`config.mk`:
```
export PLATFORM = sky130hd
export DESIGN_NAME = muldiv_unit
export DESIGN_NICKNAME = d
export VERILOG_FILES = /design/src/rtl/muldiv_unit.sv
export SDC_FILE = /design/constraint.sdc
export NUM_CORES = 1
export LEC_CHECK = 0
export CORE_MARGIN = 4
export CORE_UTILIZATION = 30
export CTS_BUF_LIST = sky130_fd_sc_hd__clkbuf_16
export CTS_CLUSTER_DIAMETER = 150
export CTS_CLUSTER_SIZE = 16
export DETAILED_ROUTE_END_ITERATION = 12
export PLACE_DENSITY_LB_ADDON = 0.12
export SYNTH_ARGS = -nofsm -noshare
export SYNTH_HDL_FRONTEND = slang
export SYNTH_SLANG_ARGS = --single-unit
```
`constraint.sdc`:
```
create_clock -name clk -period 4.7 [get_ports clk]
set_clock_uncertainty 0.05 [all_clocks]
set_input_delay 0.94 -clock clk [delete_from_list [all_inputs] [get_ports clk]]
set_output_delay 0.94 -clock clk [all_outputs]
set_load 0.05 [all_outputs]
```
`src/rtl/muldiv_unit.sv`:
```
// Iterative RV32M multiply/divide: 32 shift-add or restoring-divide steps, result strobed 33 cycles after accept.
// No queuing: i_valid is ignored while o_busy is high, so upstream holds the instruction until o_busy drops.
module muldiv_unit (
  input  logic        clk,
  input  logic        rst_n,
  input  logic        i_valid,
  input  logic [2:0]  i_funct3,
  input  logic [31:0] i_rs1_data,
  input  logic [31:0] i_rs2_data,
  input  logic [4:0]  i_rd_addr,
  output logic        o_busy,
  output logic [4:0]  o_wr_addr,
  output logic [31:0] o_wr_data,
  output logic        o_wr_en
);

  typedef enum logic [1:0] {IDLE, CALC, DONE} state_t;

  state_t      state_q, state_d;
  logic [4:0]  cnt_q, cnt_d;
  logic [2:0]  f3_q, f3_d;
  logic [4:0]  rd_q, rd_d;
  logic [31:0] a_q, a_d, b_q, b_d;
  logic        neg_a_q, neg_a_d, neg_b_q, neg_b_d;
  logic [63:0] acc_q, acc_d;
  logic [32:0] rem_q, rem_d;
  logic        wr_en_q, wr_en_d;
  logic [4:0]  wr_addr_q, wr_addr_d;
  logic [31:0] wr_data_q, wr_data_d;

  logic        sgn_a, sgn_b, in_neg_a, in_neg_b;
  logic [31:0] in_mag_a, in_mag_b;
  logic [32:0] mul_sum;
  logic [33:0] div_r, div_trial;
  logic        div_ge, div_zero, div_ovf;
  logic [63:0] prod;
  logic [31:0] quo, rem, dividend, result;

  // Operand conditioning and one datapath step for each algorithm.
  always_comb begin
    sgn_a    = i_funct3[2] ? ~i_funct3[0] : (i_funct3[1:0] != 2'b11);
    sgn_b    = i_funct3[2] ? ~i_funct3[0] : ~i_funct3[1];
    in_neg_a = sgn_a & i_rs1_data[31];
    in_neg_b = sgn_b & i_rs2_data[31];
    in_mag_a = in_neg_a ? -i_rs1_data : i_rs1_data;
    in_mag_b = in_neg_b ? -i_rs2_data : i_rs2_data;

    // Multiply: low half of acc holds the multiplier and shifts out one bit per step.
    mul_sum   = {1'b0, acc_q[63:32]} + (acc_q[0] ? {1'b0, a_q} : 33'd0);
    // Divide: low half of acc shifts the dividend out and the quotient in.
    div_r     = {rem_q, acc_q[31]};
    div_trial = div_r - {2'b00, b_q};
    div_ge    = ~div_trial[33];

    prod     = (neg_a_q ^ neg_b_q) ? -acc_q : acc_q;
    quo      = (neg_a_q ^ neg_b_q) ? -acc_q[31:0] : acc_q[31:0];
    rem      = neg_a_q ? -rem_q[31:0] : rem_q[31:0];
    dividend = neg_a_q ? -a_q : a_q;
    div_zero = (b_q == 32'd0);
    div_ovf  = ~f3_q[0] & neg_a_q & neg_b_q & (a_q == 32'h8000_0000) & (b_q == 32'd1);

    result = 32'd0;
    if (!f3_q[2]) begin
      result = (f3_q[1:0] == 2'b00) ? prod[31:0] : prod[63:32];
    end else if (!f3_q[1]) begin
      result = div_zero ? 32'hFFFF_FFFF : (div_ovf ? 32'h8000_0000 : quo);
    end else begin
      result = div_zero ? dividend : (div_ovf ? 32'd0 : rem);
    end
  end

  always_comb begin
    state_d   = state_q;
    cnt_d     = cnt_q;
    f3_d      = f3_q;
    rd_d      = rd_q;
    a_d       = a_q;
    b_d       = b_q;
    neg_a_d   = neg_a_q;
    neg_b_d   = neg_b_q;
    acc_d     = acc_q;
    rem_d     = rem_q;
    wr_en_d   = 1'b0;
    wr_addr_d = wr_addr_q;
    wr_data_d = wr_data_q;

    unique case (state_q)
      IDLE: begin
        if (i_valid) begin
          state_d = CALC;
          cnt_d   = 5'd0;
          f3_d    = i_funct3;
          rd_d    = i_rd_addr;
          a_d     = in_mag_a;
          b_d     = in_mag_b;
          neg_a_d = in_neg_a;
          neg_b_d = in_neg_b;
          acc_d   = {32'd0, (i_funct3[2] ? in_mag_a : in_mag_b)};
          rem_d   = 33'd0;
        end
      end
      CALC: begin
        cnt_d = cnt_q + 5'd1;
        if (f3_q[2]) begin
          acc_d[31:0] = {acc_q[30:0], div_ge};
          rem_d       = div_ge ? div_trial[32:0] : div_r[32:0];
        end else begin
          acc_d = {mul_sum, acc_q[31:1]};
        end
        if (cnt_q == 5'd31) state_d = DONE;
      end
      DONE: begin
        // First DONE cycle registers the strobe; the second returns to IDLE.
        if (!wr_en_q) begin
          wr_en_d   = 1'b1;
          wr_addr_d = rd_q;
          wr_data_d = result;
        end else begin
          state_d = IDLE;
        end
      end
      default: state_d = IDLE;
    endcase
  end

  always_ff @(posedge clk or negedge rst_n) begin
    if (!rst_n) begin
      state_q   <= IDLE;
      cnt_q     <= 5'd0;
      f3_q      <= 3'd0;
      rd_q      <= 5'd0;
      a_q       <= 32'd0;
      b_q       <= 32'd0;
      neg_a_q   <= 1'b0;
      neg_b_q   <= 1'b0;
      acc_q     <= 64'd0;
      rem_q     <= 33'd0;
      wr_en_q   <= 1'b0;
      wr_addr_q <= 5'd0;
      wr_data_q <= 32'd0;
    end else begin
      state_q   <= state_d;
      cnt_q     <= cnt_d;
      f3_q      <= f3_d;
      rd_q      <= rd_d;
      a_q       <= a_d;
      b_q       <= b_d;
      neg_a_q   <= neg_a_d;
      neg_b_q   <= neg_b_d;
      acc_q     <= acc_d;
      rem_q     <= rem_d;
      wr_en_q   <= wr_en_d;
      wr_addr_q <= wr_addr_d;
      wr_data_q <= wr_data_d;
    end
  end

  assign o_busy    = (state_q != IDLE);
  assign o_wr_en   = wr_en_q;
  assign o_wr_addr = wr_addr_q;
  assign o_wr_data = wr_data_q;

endmodule

```
# After elaboration in Yosys (flattened, before gate mapping)
# Cells that the tools add are included.
# word_totals
ff_bits	216
latchBits	0
mem_bits_rw	0
mem_bits_ro	0
in_bits	75
output_inout_bits	39
elab_cells	90
memories	0
# op_classes
add_sub_neg	9
mul	0
div_mod_pow	0
order_cmp	0
eq_ne	11
shifts	0
n_mux	33
n_bitwise	12
reduce_logical	11
# op_table
op	n
two-way mux 32 bit	16
negator 32 bit	5
two-way mux 64 bit	2
one-hot mux 64 bit (2 select lines)	1
two-way mux 33 bit	3
one-hot mux 33 bit (2 select lines)	1
negator 64 bit	1
subtractor 34 x 32 -> 34 bit	1
adder 32 x 32 -> 33 bit	1
equality test 32 x 1 -> 1 bit, second input constant	1
equality test 32 bit, second input constant	1
logical NOT 32 bit	1
inequality test 2 bit, second input constant	6
one-hot mux 5 bit (2 select lines)	1
AND reduction 3 bit	3
AND 1 bit	6
two-way mux 2 bit	3
one-hot mux 2 bit (3 select lines)	1
AND reduction 2 bit	3
adder 5 x 1 -> 5 bit, second input constant	1
equality test 5 bit, second input constant	1
two-way mux 5 bit	1
inverter 1 bit	5
logical NOT 2 bit	2
other kinds (5)	9

# Longest topological paths before layout
# logic_depth
depth_word	9
depth_mapped	15
mapped_depth_nobuf	15

# Worst setup path before layout
# Ideal clock, no wire load.
# synth_timing
kind	input to register
from	input i_rs1_data[11]
to	register acc_q[28]
setup_ns	0.137
arrival_ns	3.367
required_time_ns	4.513
slack_ns	1.146
cell_stages	10
path_buffers	0
cell_sequence	or4_1 -> or3_1 -> or2_2 -> or4_1 -> nor2_1 -> a21oi_1 -> xnor2_1 -> nand2_1 -> a31oi_1 -> a21oi_1
# synth_via
elab_chain_cells	5
# synth_lines
item	line_no	text
start, declared	8	input logic [31:0] i_rs1_data,
negator 32 bit	45	in_mag_a = in_neg_a ? -i_rs1_data : i_rs1_data;
two-way mux 32 bit	45	
two-way mux 32 bit	98	acc_d = {32'd0, (i_funct3[2] ? in_mag_a : in_mag_b)};
two-way mux 64 bit	89	if (i_valid) begin
one-hot mux 64 bit (2 select lines)	87	unique case (state_q)
end signal, assigned	136	acc_q <= 64'd0;
end signal, assigned	150	acc_q <= acc_d;
end, declared	25	logic [63:0] acc_q, acc_d;
# No other way between the ends. The select of a mux whose other input is x is not followed.
# A chain may end at the register's enable or synchronous reset.

# Worst setup path after layout
# layout_timing
from	register a_q[5]
to	register wr_data_q[1], in the netlist o_wr_data[1]
# layout_via
elab_chain_cells	7
word_cells_on_any_way	9
cone_classes	1 x eq/ne; 6 x mux; 2 x bitwise
# layout_lines
item	line_no	text
start, declared	23	logic [31:0] a_q, a_d, b_q, b_d;
start signal, assigned	132	a_q <= 32'd0;
start signal, assigned	146	a_q <= a_d;
equality test 32 bit *	60	div_ovf = ~f3_q[0] & neg_a_q & neg_b_q & (a_q == 32'h8000_0000) & (b_q == 32'd1);
AND 1 bit * (2 in series)	60	
two-way mux 32 bit, on equally long branches (2 in series)	66, 68	
two-way mux 32 bit *	65	end else if (!f3_q[1]) begin
two-way mux 32 bit *	63	if (!f3_q[2]) begin
end signal, assigned	154	wr_data_q <= wr_data_d;
end, declared	29	logic [31:0] wr_data_q, wr_data_d;
# Mark *: on every way between the ends. The rest lies on a longest branch, timed or not.

==> impl_metrics.csv <==
group,metric,value,unit
logic_synthesis,synth.top_cells.by_area,"dfrtp_1, nand2_1, o21ai_0",
sta,tns,0,ns
logic_synthesis,synth_edf_count,0,
drt,drt_iter0_drc,1551,
sta,setup_ws,0.747,ns
sta,setup_viol,0,
floorplan,dieHeight,251,um
grt,grt_use_total,0.222,
drt,remaining_drc_errors,0,
critical_path,worst_path_largest_cell_delay,0.64,ns
placed_design,place_ws,0.320,ns
clock_tree,clock_latency,0.54,ns
drt,vias,16800,
power,power.total,16.6,mW
status,status,"finished clean",
finish,layout-drive-gt1-share,0.0460,
grt,grt_pass1_wl,108000,um
sta,maxSlewViolCount,0,
grt,antenna_found_initial,6,
floorplan,core-area,57900,sq um
critical_path,crit_required,5.04,ns
logic_synthesis,synth-seq-area-share,0.306,
logic_synthesis,synth_nets,2383,
grt,overflow,0,
placed_design,dp.final_hpwl,57100,um
drt,ant_nets,0,
logic_synthesis,netlist_instances,2235,
logic_synthesis,synth_area_leader_cell,"dfrtp_1",
grt,grt_max_degree,91,
power,power_density,827,nW/um^2
sta,tightest_slew,0.937,ns
logic_synthesis,yosys_warnings,0,
sta,post-route-period-util,0.841,
logic_synthesis,synth_top_cell_area_share,0.306,
clock_tree,cts_setup_buffers,0,
critical_path,path_delay_family,"simple AND/OR/NAND/NOR gates",
power,p_leak,8.13,nW
sta,relSlewSlack,0.375,
finish,fill_cells,6184,
finish,area_delta_synth_final,13.9,%
critical_path,path_buf_inv,0,
critical_path,path_max_fanout,14,
critical_path,r2r_cells,8,
drt,dr.pass1.iters,5,
drt,wl_per_cell,23.7,um
critical_path,worst_setup_path_end_kind,"flip-flop",
critical_path,crit_type,"flip-flop to flip-flop",
critical_path,path_cells,"or3_1 -> nor4_1 -> nand3_1 -> nor4_1 -> and2_1 -> nor2_1 -> a21oi_1 -> o21ai_0",
floorplan,die_area,62800,sq um
placed_design,port_buffers,113,
sta,holdWs,0.371,ns
clock_tree,path_clk_slew,0.08,ns
clock_tree,cts_tree,"yes",
floorplan,fp-row-count,88,
floorplan,initial_utilization,0.305,
clock_tree,cts_resized,0,
clock_tree,holdBufCountCts,0,
sta,grt_setup_unrepaired,"false",
critical_path,path_common_cell,"nor4_1",
finish,post-route-util,0.347,
finish,mostFrequentLayoutCell,"nand2_1",
logic_synthesis,synth_cell_type_count,75,
job,drv_cap,0,
drt,post_drt_via_cell_ratio,5.51,
logic_synthesis,ys_ff_latch,216,
critical_path,cp.arrival,4.29,ns
power,ir_worst_vdd,0.000402,V
floorplan,pin_count,114,
sta,finalHoldViolCount,0,
sta,fmax,253,MHz
floorplan,die_w,251,um
clock_tree,clockBufferDepth,3,
placed_design,globalplace.congestion,0.922,
finish,layout.cells.most_common_list,"nand2_1, o21ai_0, dfrtp_1",
logic_synthesis,ys.flop_type,"dfrtp_1",
critical_path,crit_slowest_cell,"and2_1",
clock_tree,root_buffer,"clkbuf_16",
logic_synthesis,async_flop_share,1.00,
clock_tree,numCtsBuffers,17,
clock_tree,cts_sinks,216,
grt,grt_pass1_vias,16300,
logic_synthesis,syn_area,17600,sq um
drt,wl,72100,um
clock_tree,htreeDepth,1,
critical_path,critPathLaunchType,"flip-flop",
critical_path,path_depth,8,
logic_synthesis,synth.avg_cell_area,7.89,sq um
worst_hold_path,worst_hold_path_type,"input port to asynchronous set/reset pin",
finish,fin_nets,2427,
sta,fin_crit,3.95,ns
-- Yosys cell counts, types with 4 or more instances --
library cell / instances
a211oi_1: 47
a21o_1: 30
a21oi_1: 147
a221o_1: 9
a221oi_1: 12
a22oi_1: 5
a311oi_1: 4
a31o_2: 4
a31oi_1: 20
a32oi_1: 12
and2_1: 48
and3_1: 8
buf_1: 8
buf_2: 4
clkbuf_1: 119
dfrtp_1: 216
ha_1: 71
inv_1: 81
mux2i_1: 58
nand2_1: 339
nand2b_1: 22
nand3_1: 44
nand3b_1: 4
nand4_1: 11
nor2_1: 126
nor2b_1: 16
nor3_1: 37
nor4_1: 29
o211ai_1: 14
o21a_1: 11
o21ai_0: 243
o21ai_1: 6
o21bai_1: 8
o221ai_1: 13
o22ai_1: 8
o31ai_1: 41
o41ai_1: 18
or2_2: 7
or3_1: 22
or4_1: 13
xnor2_1: 133
xor2_1: 103
-- layout make-up --
| type | instances | area [sq um] | share of cell area |
|---|---|---|---|
| Multi-Input combinational cell | 1803 | 11500 | 0.571 |
| Sequential cell | 216 | 5410 | 0.269 |
| Timing Repair Buffer | 159 | 1490 | 0.0744 |
| Tap cell | 765 | 957 | 0.0477 |
| Clock buffer | 17 | 425 | 0.0212 |
| Inverter | 82 | 308 | 0.0153 |
| Clock inverter | 4 | 25.0 | 0.00125 |
| Antenna cell | 1 | 2.50 | 0.000125 |
-- metrics by stage --
step | std cells | area [sq um]
2_1_floorplan | 2235 | 17600
3_3_place_gp | 3025 | 19600
3_5_place_dp | 3025 | 19600
4_1_cts | 3046 | 20100
5_1_grt | 3046 | 20100
6_report | 3047 | 20100
-- logic make-up after synthesis --
group / Yosys count / synth area share
compound gates: 688 / 0.244
xor+xnor: 236 / 0.117
fa+ha+maj: 73 / 0.0526
buf+inv: 216 / 0.0467
flops: 216 / 0.306
mux: 62 / 0.0361
simple gates: 744 / 0.197
-- power by group --
group / total [mW] / internal (mW) / switching [mW]
Combinational: 11.0 / 4.28 / 6.75
Clock: 1.42 / 0.656 / 0.763
Sequential: 4.16 / 2.65 / 1.51
-- flip-flops by register name, indices dropped and copies added (netlist names) --
| signal | flops |
|---|---|
| acc_q | 64 |
| o_wr_addr | 5 |
| cnt_q | 5 |
| rem_q | 33 |
| b_q | 32 |
| neg_a_q | 1 |
| f3_q | 3 |
| a_q | 32 |
| rd_q | 5 |
| o_wr_data | 32 |
| neg_b_q | 1 |
| state_q | 2 |
| o_wr_en | 1 |
-- path summary, 6_finish.rpt --
path | start | endpoint | slack [ns]
max reg2reg | a_q[5] | o_wr_data[1] | 0.75
min reg2reg | rd_q[1] | o_wr_addr[1] | 0.41
min | rst_n | state_q[0] | 0.37
max | a_q[5] | o_wr_data[1] | 0.75
max in group asynchronous | rst_n | b_q[31] | 3.27
min in group clk | rd_q[1] | o_wr_addr[1] | 0.41
-- per-layer routing --
layer / track usage / vias to the layer above / routed length [um]
met4: 0.0653 / 2 / 2410
met1: 0.322 / 8136 / 33900
met3: 0.0351 / 94 / 4040
met5: 0 / - / 13
li1: - / 8080 / -
met2: 0.342 / 469 / 31700
(Power assumes the default switching activity.)
